`config.mk`:
```
export PLATFORM = sky130hd
export DESIGN_NAME = tree_feature_loader
export DESIGN_NICKNAME = d
export VERILOG_FILES = /design/src/rtl/tree_feature_loader.sv
export SDC_FILE = /design/constraint.sdc
export NUM_CORES = 1
export LEC_CHECK = 0
export ABC_CLOCK_PERIOD_IN_PS = 2500
export BUFFER_PORTS_ARGS = -buffer_cell sky130_fd_sc_hd__clkbuf_2
export CAP_MARGIN = 20
export CORE_UTILIZATION = 55
export DETAILED_ROUTE_END_ITERATION = 10
export GPL_TIMING_DRIVEN = 0
export MAX_ROUTING_LAYER = met4
export PLACE_DENSITY = 0.87
export SYNTH_ARGS = -nofsm -noshare
export SYNTH_HDL_FRONTEND = slang
export SYNTH_SLANG_ARGS = --single-unit
```
`constraint.sdc`:
```
create_clock -name clk -period 2.5 [get_ports clk]
set_input_delay 0.125 -clock clk [delete_from_list [all_inputs] [get_ports clk]]
set_output_delay 0.125 -clock clk [all_outputs]
set_load 0.02 [all_outputs]
```
`src/rtl/tree_feature_loader.sv`:
```
// Byte-stream front end for a combinational decision-tree classifier: assembles the
// feature vector, holds it SETTLE cycles, samples the class bit, returns it on a valid/ready port.
module tree_feature_loader #(
  parameter int N_FEAT = 51,
  parameter int SETTLE = 1
) (
  input  logic              clk,
  input  logic              rst,
  input  logic [7:0]        s_data,
  input  logic              s_valid,
  output logic              s_ready,
  output logic [N_FEAT-1:0] feat,
  input  logic              cls_in,
  output logic              r_valid,
  input  logic              r_ready,
  output logic              r_class,
  output logic [15:0]       done_cnt
);

  localparam int N_BYTES = (N_FEAT + 7) / 8;
  localparam int IDX_W   = (N_BYTES > 1) ? $clog2(N_BYTES) : 1;
  localparam int POS_W   = $clog2(N_BYTES * 8);

  localparam logic [1:0] ST_LOAD   = 2'd0;
  localparam logic [1:0] ST_HOLD   = 2'd1;
  localparam logic [1:0] ST_RESULT = 2'd2;

  logic [1:0]        state_q, state_d;
  logic [IDX_W-1:0]  idx_q, idx_d;
  logic [N_FEAT-1:0] stage_q, stage_d;
  logic [N_FEAT-1:0] feat_q, feat_d;
  logic [3:0]        cnt_q, cnt_d;
  logic              r_valid_q, r_valid_d;
  logic              r_class_q, r_class_d;
  logic [15:0]       done_cnt_q, done_cnt_d;
  logic [POS_W-1:0]  pos;

  always_comb begin
    state_d    = state_q;
    idx_d      = idx_q;
    stage_d    = stage_q;
    feat_d     = feat_q;
    cnt_d      = cnt_q;
    r_valid_d  = r_valid_q;
    r_class_d  = r_class_q;
    done_cnt_d = done_cnt_q;
    pos        = '0;
    case (state_q)
      ST_LOAD: begin
        if (s_valid) begin
          // Bits of the final byte beyond N_FEAT-1 have no destination and are dropped.
          for (int b = 0; b < 8; b++) begin
            pos = POS_W'(int'(idx_q) * 8 + b);
            if (int'(pos) < N_FEAT) stage_d[pos] = s_data[b];
          end
          if (idx_q == IDX_W'(N_BYTES - 1)) begin
            feat_d  = stage_d;
            idx_d   = '0;
            cnt_d   = 4'(SETTLE);
            state_d = ST_HOLD;
          end else begin
            idx_d = idx_q + 1'b1;
          end
        end
      end
      ST_HOLD: begin
        cnt_d = cnt_q - 1'b1;
        if (cnt_q == 4'd1) begin
          r_class_d = cls_in;
          r_valid_d = 1'b1;
          state_d   = ST_RESULT;
        end
      end
      ST_RESULT: begin
        if (r_ready) begin
          r_valid_d  = 1'b0;
          done_cnt_d = done_cnt_q + 16'd1;
          state_d    = ST_LOAD;
        end
      end
      default: state_d = ST_LOAD;
    endcase
  end

  always_ff @(posedge clk) begin
    if (rst) begin
      state_q    <= ST_LOAD;
      idx_q      <= '0;
      stage_q    <= '0;
      feat_q     <= '0;
      cnt_q      <= '0;
      r_valid_q  <= 1'b0;
      r_class_q  <= 1'b0;
      done_cnt_q <= '0;
    end else begin
      state_q    <= state_d;
      idx_q      <= idx_d;
      stage_q    <= stage_d;
      feat_q     <= feat_d;
      cnt_q      <= cnt_d;
      r_valid_q  <= r_valid_d;
      r_class_q  <= r_class_d;
      done_cnt_q <= done_cnt_d;
    end
  end

  assign s_ready  = (state_q == ST_LOAD);
  assign feat     = feat_q;
  assign r_valid  = r_valid_q;
  assign r_class  = r_class_q;
  assign done_cnt = done_cnt_q;

endmodule

```
# Yosys cells after proc, flatten, opt, wreduce, memory -nomap -nowiden
# Cells that the tools add are included.
# W data, S select, Z words.
[classes]
div = 0
bitwise = 0
shifts = 0
n_mul = 0
reduce_logical = 18
n_eq_ne = 8
add_sub_neg = 10
magnitude_cmp = 24
mux = 58
[ops]
columns = ["cell", "count"]
rows = [
  ["$mux W51", 22],
  ["$bwmux W51", 8],
  ["$lt A6 B7 Y1 const B", 8],
  ["$ge A6 B1 Y1 const B", 8],
  ["$lt A6 B6 Y1 const B", 8],
  ["$demux W1 S6", 7],
  ["$add A6 B3 Y6 const B", 4],
  ["$add A16 B1 Y16 const B", 1],
  ["$add A6 B2 Y6 const B", 2],
  ["$mux W1", 10],
  ["$reduce_and A3 Y1", 3],
  ["$logic_and A1 B1 Y1", 8],
  ["$mux W2", 4],
  ["$mux W4", 2],
  ["$pmux W4 S2", 1],
  ["$add A6 B1 Y6 const B", 1],
  ["$ne A2 B2 Y1 const B", 3],
  ["$pmux W2 S3", 1],
  ["$reduce_and A2 Y1", 3],
  ["$eq A4 B1 Y1 const B", 1],
  ["$reduce_and A4 Y1", 1],
  ["$reduce_bool A2 Y1", 2],
  ["$sub A4 B1 Y4 const B", 1],
  ["$add A3 B1 Y3 const B", 1],
  ["8 further kinds", 8],
]
[word_totals]
rom_bits = 0
latch_bits = 0
ramBits = 0
input_bits = 13
n_memories = 0
wordCells = 126
reg_bits = 129
out_inout_bits = 70

# Longest topological paths before layout
[depth]
ltp_word = 34
ltp_mapped = 7
mapped_depth_nobuf = 5

# Worst setup path before layout
# OpenSTA, ideal clock, no wires.
[synth_path]
path_type = "register -> register"
start = "reg done_cnt_q[4], in the netlist done_cnt[4]"
end = "reg done_cnt_q[15], in the netlist done_cnt[15]"
t_required_ns = 2.430
setup_time_ns = 0.070
arrival_time_ns = 1.720
stages_incl_launch_ff = 5
period_less_slack_ns = 1.790
path_slack_ns = 0.710
n_path_buf = 0
path_cell_list = "dfxtp_1 -> nand4_2 -> or4_4 -> or3_1 -> a21oi_1"
[synth_via]
elab_chain_cells = 1
[synth_rtl]
columns = ["element", "line", "text"]
rows = [
  ["start, declared", "35", "logic [15:0] done_cnt_q, done_cnt_d;"],
  ["start signal, assigned", "103", "done_cnt_q <= done_cnt_d;"],
  ["$add A16 B1 Y16", "77", "done_cnt_d = done_cnt_q + 16'd1;"],
]
# Every way passes these cells.
# A chain may end at the register's enable or synchronous reset.

# Worst setup path after layout
[layout_path]
start = "reg idx_q[1]"
end = "reg feat_q[39], in the netlist feat[39]"
[layout_via]
elab_chain_cells = 31
word_cells_on_any_way = 81
classes_between = "7 x add/sub; 22 x order compare; 1 x eq/ne; 43 x mux; 8 x reduce/logical"
[layout_rtl]
columns = ["element", "line", "text"]
rows = [
  ["start, declared", "29", "logic [IDX_W-1:0] idx_q, idx_d;"],
  ["start signal, assigned", "97", "idx_q <= idx_d;"],
  ["$add A6 B1 Y6", "53", "pos = POS_W'(int'(idx_q) * 8 + b);"],
  ["$lt A6 B7 Y1 (not written as such) / $ge A6 B1 Y1 (equally long branches)", "54", "if (int'(pos) < N_FEAT) stage_d[pos] = s_data[b];"],
  ["$logic_and A1 B1 Y1 (not written as such)", "54", ""],
  ["$mux W1 (not written as such)", "54", ""],
  ["$demux W1 S6", "54", ""],
  ["$bwmux W51", "54", ""],
  ["$mux W51", "54", ""],
  ["$mux W51", "50", "if (s_valid) begin"],
  ["[... 15 more ...]", "n/a", ""],
  ["$mux W51", "50", ""],
  ["$mux W51", "48", "case (state_q)"],
  ["$bwmux W51", "54", ""],
  ["$mux W51", "54", ""],
  ["$mux W51", "50", ""],
  ["$mux W51", "48", ""],
  ["$bwmux W51", "54", ""],
  ["$mux W51", "54", ""],
  ["end signal, assigned", "99", "feat_q <= feat_d;"],
  ["end, declared", "31", "logic [N_FEAT-1:0] feat_q, feat_d;"],
]
# Several ways; a longest one is shown, not always the timed one. The select of a mux whose other input is x is not followed.

==> reports/qor.txt <==
result of the run -> completed
Floorplan Core Area -> 0.00830 mm^2
tightest slew margin relative to the limit -> 42.2%
floorplan die height -> 94.9 um
TritonCTS sink count -> 126
number of levels in the clock H-tree -> 4
number of endpoints with negative hold slack in the final report -> 0
DIE AREA -> 0.00900 mm^2
maximum fanout encountered on the critical timing path -> 10
nets -> 700
total via count after detailed routing -> 4509
Synthesized Nets -> 588
post-synth design cell area -> 0.00475 mm^2
total half-perimeter wirelength after legalization and detailed placement -> 7960 um
final count of pins violating max slew -> 0
post-layout total power -> 4.69 mW
final critical delay including setup and external delays -> 2.30 ns
PnR worst setup slack -> 0.205 ns
pin count of the biggest net entering global routing -> 17
Fin Clk Skew -> 0.00979 ns
setup violators final -> 0
# DRC -> 0
I/O pin cnt -> 83
synthesis-stage register bit count -> 126
Crit. End Element -> flop
post-synth cell types -> 38
number of instances in the synthesized netlist -> 572
number of buffers inserted during clock tree synthesis -> 17
post-CTS setup buffer count -> 0
clock buffer depth -> 2
number of iterations in the first detailed-routing pass -> 8
peak supply drop -> 0.475 mV
ratio of total power to cell area -> 782 mW/mm^2
Mapped Avg Cell Area -> 8.30 um^2
post-route non-filler standard cell count -> 802
ratio of cells with drive above 1 in the final layout -> 19.8%
leakage power of the design -> 2.42 nW
Clock Latency Late Sink -> 0.53 ns
Routed Wire Length -> 12400 um
Ant. Diodes -> 0
max-cap violation count -> 0
routed length per instance -> 15.4 um
GR Overflow Total -> 0
Worst Setup Slack post-DPL -> 0.292 ns
final-layout setup total negative slack -> 0 ns
All-Layer GR Usage -> 29.6%
Worst Path Class, Setup -> flop to flop
TritonCTS clock tree -> built
nature of the critical path startpoint -> flop
top library cells by usage in the layout, fill and taps aside -> 148 x nand2_1, 126 x dfxtp_1, 100 x a21oi_1
Reg clk slew, reported paths -> 0.06 ns
Antenna Nets Post-Route -> 0
number of placed cells counting well taps -> 759
WP data required -> 2.89 ns
number of fillers in the final layout -> 569
initial drt markers -> 328
setup repair after global routing missed its margin -> false
total of buffers placed on input and output ports -> 82
part of the cycle the worst path needs -> 91.8%
Area growth, synth to finish -> 26.5%
sequential share of the synthesized area -> 53.2%
first-pass GRT wire length -> 19700 um
starting density of the core -> 57.2%
worst hold-check path type -> input pin to flop
final RePlAce weighted congestion -> 0.819
worst-margin pin slew -> 0.865 ns
Max Clk Rate -> 436 MHz
multi-input gate area in the final layout -> 0.00204 mm^2
mean number of vias per cell -> 5.62
buffer cell driving the clock tree root -> clkbuf_8
data arrival at the endpoint of the critical path -> 2.69 ns
sequential cell area -> 0.00252 mm^2
initial antenna violation count -> 0
most common cell after layout, fill and taps aside -> nand2_1
vias in the first global route -> 4148
width of the chip -> 94.9 um
Synthesis Warnings -> 0
standard-cell row count -> 33
-- registers in the layout (all words and copies together), names as in the netlist --
| signal | cells |
|---|---|
| r_class | 1 |
| idx_q | 3 |
| stage_q | 48 |
| r_valid | 1 |
| cnt_q | 4 |
| feat | 51 |
| state_q | 2 |
| done_cnt | 16 |
-- per-stage QoR --
stage | hold slack [ns] | instance area [um^2] | util [%]
after detailed placement | 0.381 | 5290 | 63.7
after floorplan | 0.261 | 4750 | -
final | 0.151 | 6000 | 72.3
after global placement | 0.360 | 5290 | 63.7
after global routing | 0.168 | 6000 | 72.3
after CTS | 0.122 | 6000 | 72.3
-- report_power, final --
group	internal, mW	leakage (nW)	switching [mW]
Sequential	2.03	1.02	0.0115
Clock	1.57	0.291	0.914
Combinational	0.0507	1.11	0.114
-- critical path, stage by stage (launching register included) --
cell and delay [ns]:
dfxtp_1 0.30, clkbuf_1 0.31, nor4bb_1 0.42, buf_2 0.31, nand2_1 0.29, clkbuf_1 0.33, nand2_1 0.13, a21oi_1 0.07
-- per-layer routing --
layer	share of wire, %	up-vias	track usage, %
met3	7.4	34	7.25
met2	48	205	48.5
met5	0	-	-
li1	-	2151	-
met4	2.8	0	11.5
met1	41	2119	34.9
-- synthesized netlist by cell type --
| cell type | n | area [um^2] |
|---|---|---|
| dfxtp_1 | 126 | 2520 |
| or4_4 | 1 | 11.3 |
| nor3_1 | 4 | 20.0 |
| and4b_1 | 1 | 10.0 |
| clkbuf_2 | 1 | 5.00 |
| or3_2 | 1 | 7.51 |
| mux2_2 | 1 | 11.3 |
| nor3b_1 | 1 | 7.51 |
| a311oi_1 | 1 | 8.76 |
| xor2_1 | 5 | 43.8 |
| nand3_1 | 40 | 200 |
| and2_1 | 1 | 6.26 |
| mux2i_1 | 19 | 190 |
| or3_1 | 4 | 25.0 |
| inv_1 | 5 | 18.8 |
| nor2_1 | 36 | 135 |
| and3_2 | 1 | 7.51 |
| nand3b_1 | 3 | 22.5 |
| and4_2 | 1 | 10.0 |
| a21oi_1 | 100 | 500 |
| nor2b_1 | 3 | 18.8 |
| nand2_1 | 148 | 556 |
| nand2b_1 | 4 | 25.0 |
| nor4_1 | 2 | 12.5 |
| buf_2 | 14 | 70.1 |
| nor4bb_1 | 2 | 20.0 |
| xnor2_1 | 3 | 26.3 |
| o21ai_0 | 5 | 25.0 |
| nand4_2 | 1 | 12.5 |
| nand4_1 | 4 | 25.0 |
| a31o_2 | 1 | 8.76 |
| ha_1 | 3 | 37.5 |
| or2_2 | 1 | 6.26 |
| nand4b_1 | 2 | 17.5 |
| clkbuf_1 | 23 | 86.3 |
| and3_1 | 2 | 12.5 |
| nor4b_2 | 1 | 15.0 |
| or4_1 | 1 | 7.51 |
-- cell type report --
cell class                      count  area share, %
Buffer                             38           2.69
Clock buffer                       19           7.36
Clock inverter                     13           2.71
Inverter                            5          0.313
Multi-Input combinational cell    403           34.0
Sequential cell                   126           42.0
Tap cell                          105           2.19
Timing Repair Buffer               93           8.67
-- kinds of logic (layout without fill, tap and decap cells) --
kind of cell	count (synthesis)	count (layout)	synth area share [%]
xor gates and xnor gates	8	8	1.48
muxes	20	20	4.24
adders and majority gates	3	3	0.791
and+or+nand+nor	265	265	25.1
AOI/OAI and AO/OA	107	107	11.4
DFF	126	126	53.2
buffers and inverters	43	168	3.80
-- path summary, 6_finish.rpt --
path | slack [ns] | cells past startpoint | startpoint | end
min reg2reg | 0.45 | 2 | feat[36] | feat[36]
max | 0.20 | 7 | idx_q[1] | feat[39]
min | 0.15 | 4 | s_valid | idx_q[1]
max reg2reg | 0.20 | 7 | idx_q[1] | feat[39]
-- timing repair --
item	4_1_cts	5_1_grt
gates resized for setup	0	0
endpoints found under the setup margin	0	0
hold buffers	11	0
hold endpoints to repair	33	0
Power figures use the tool's default switching activity.
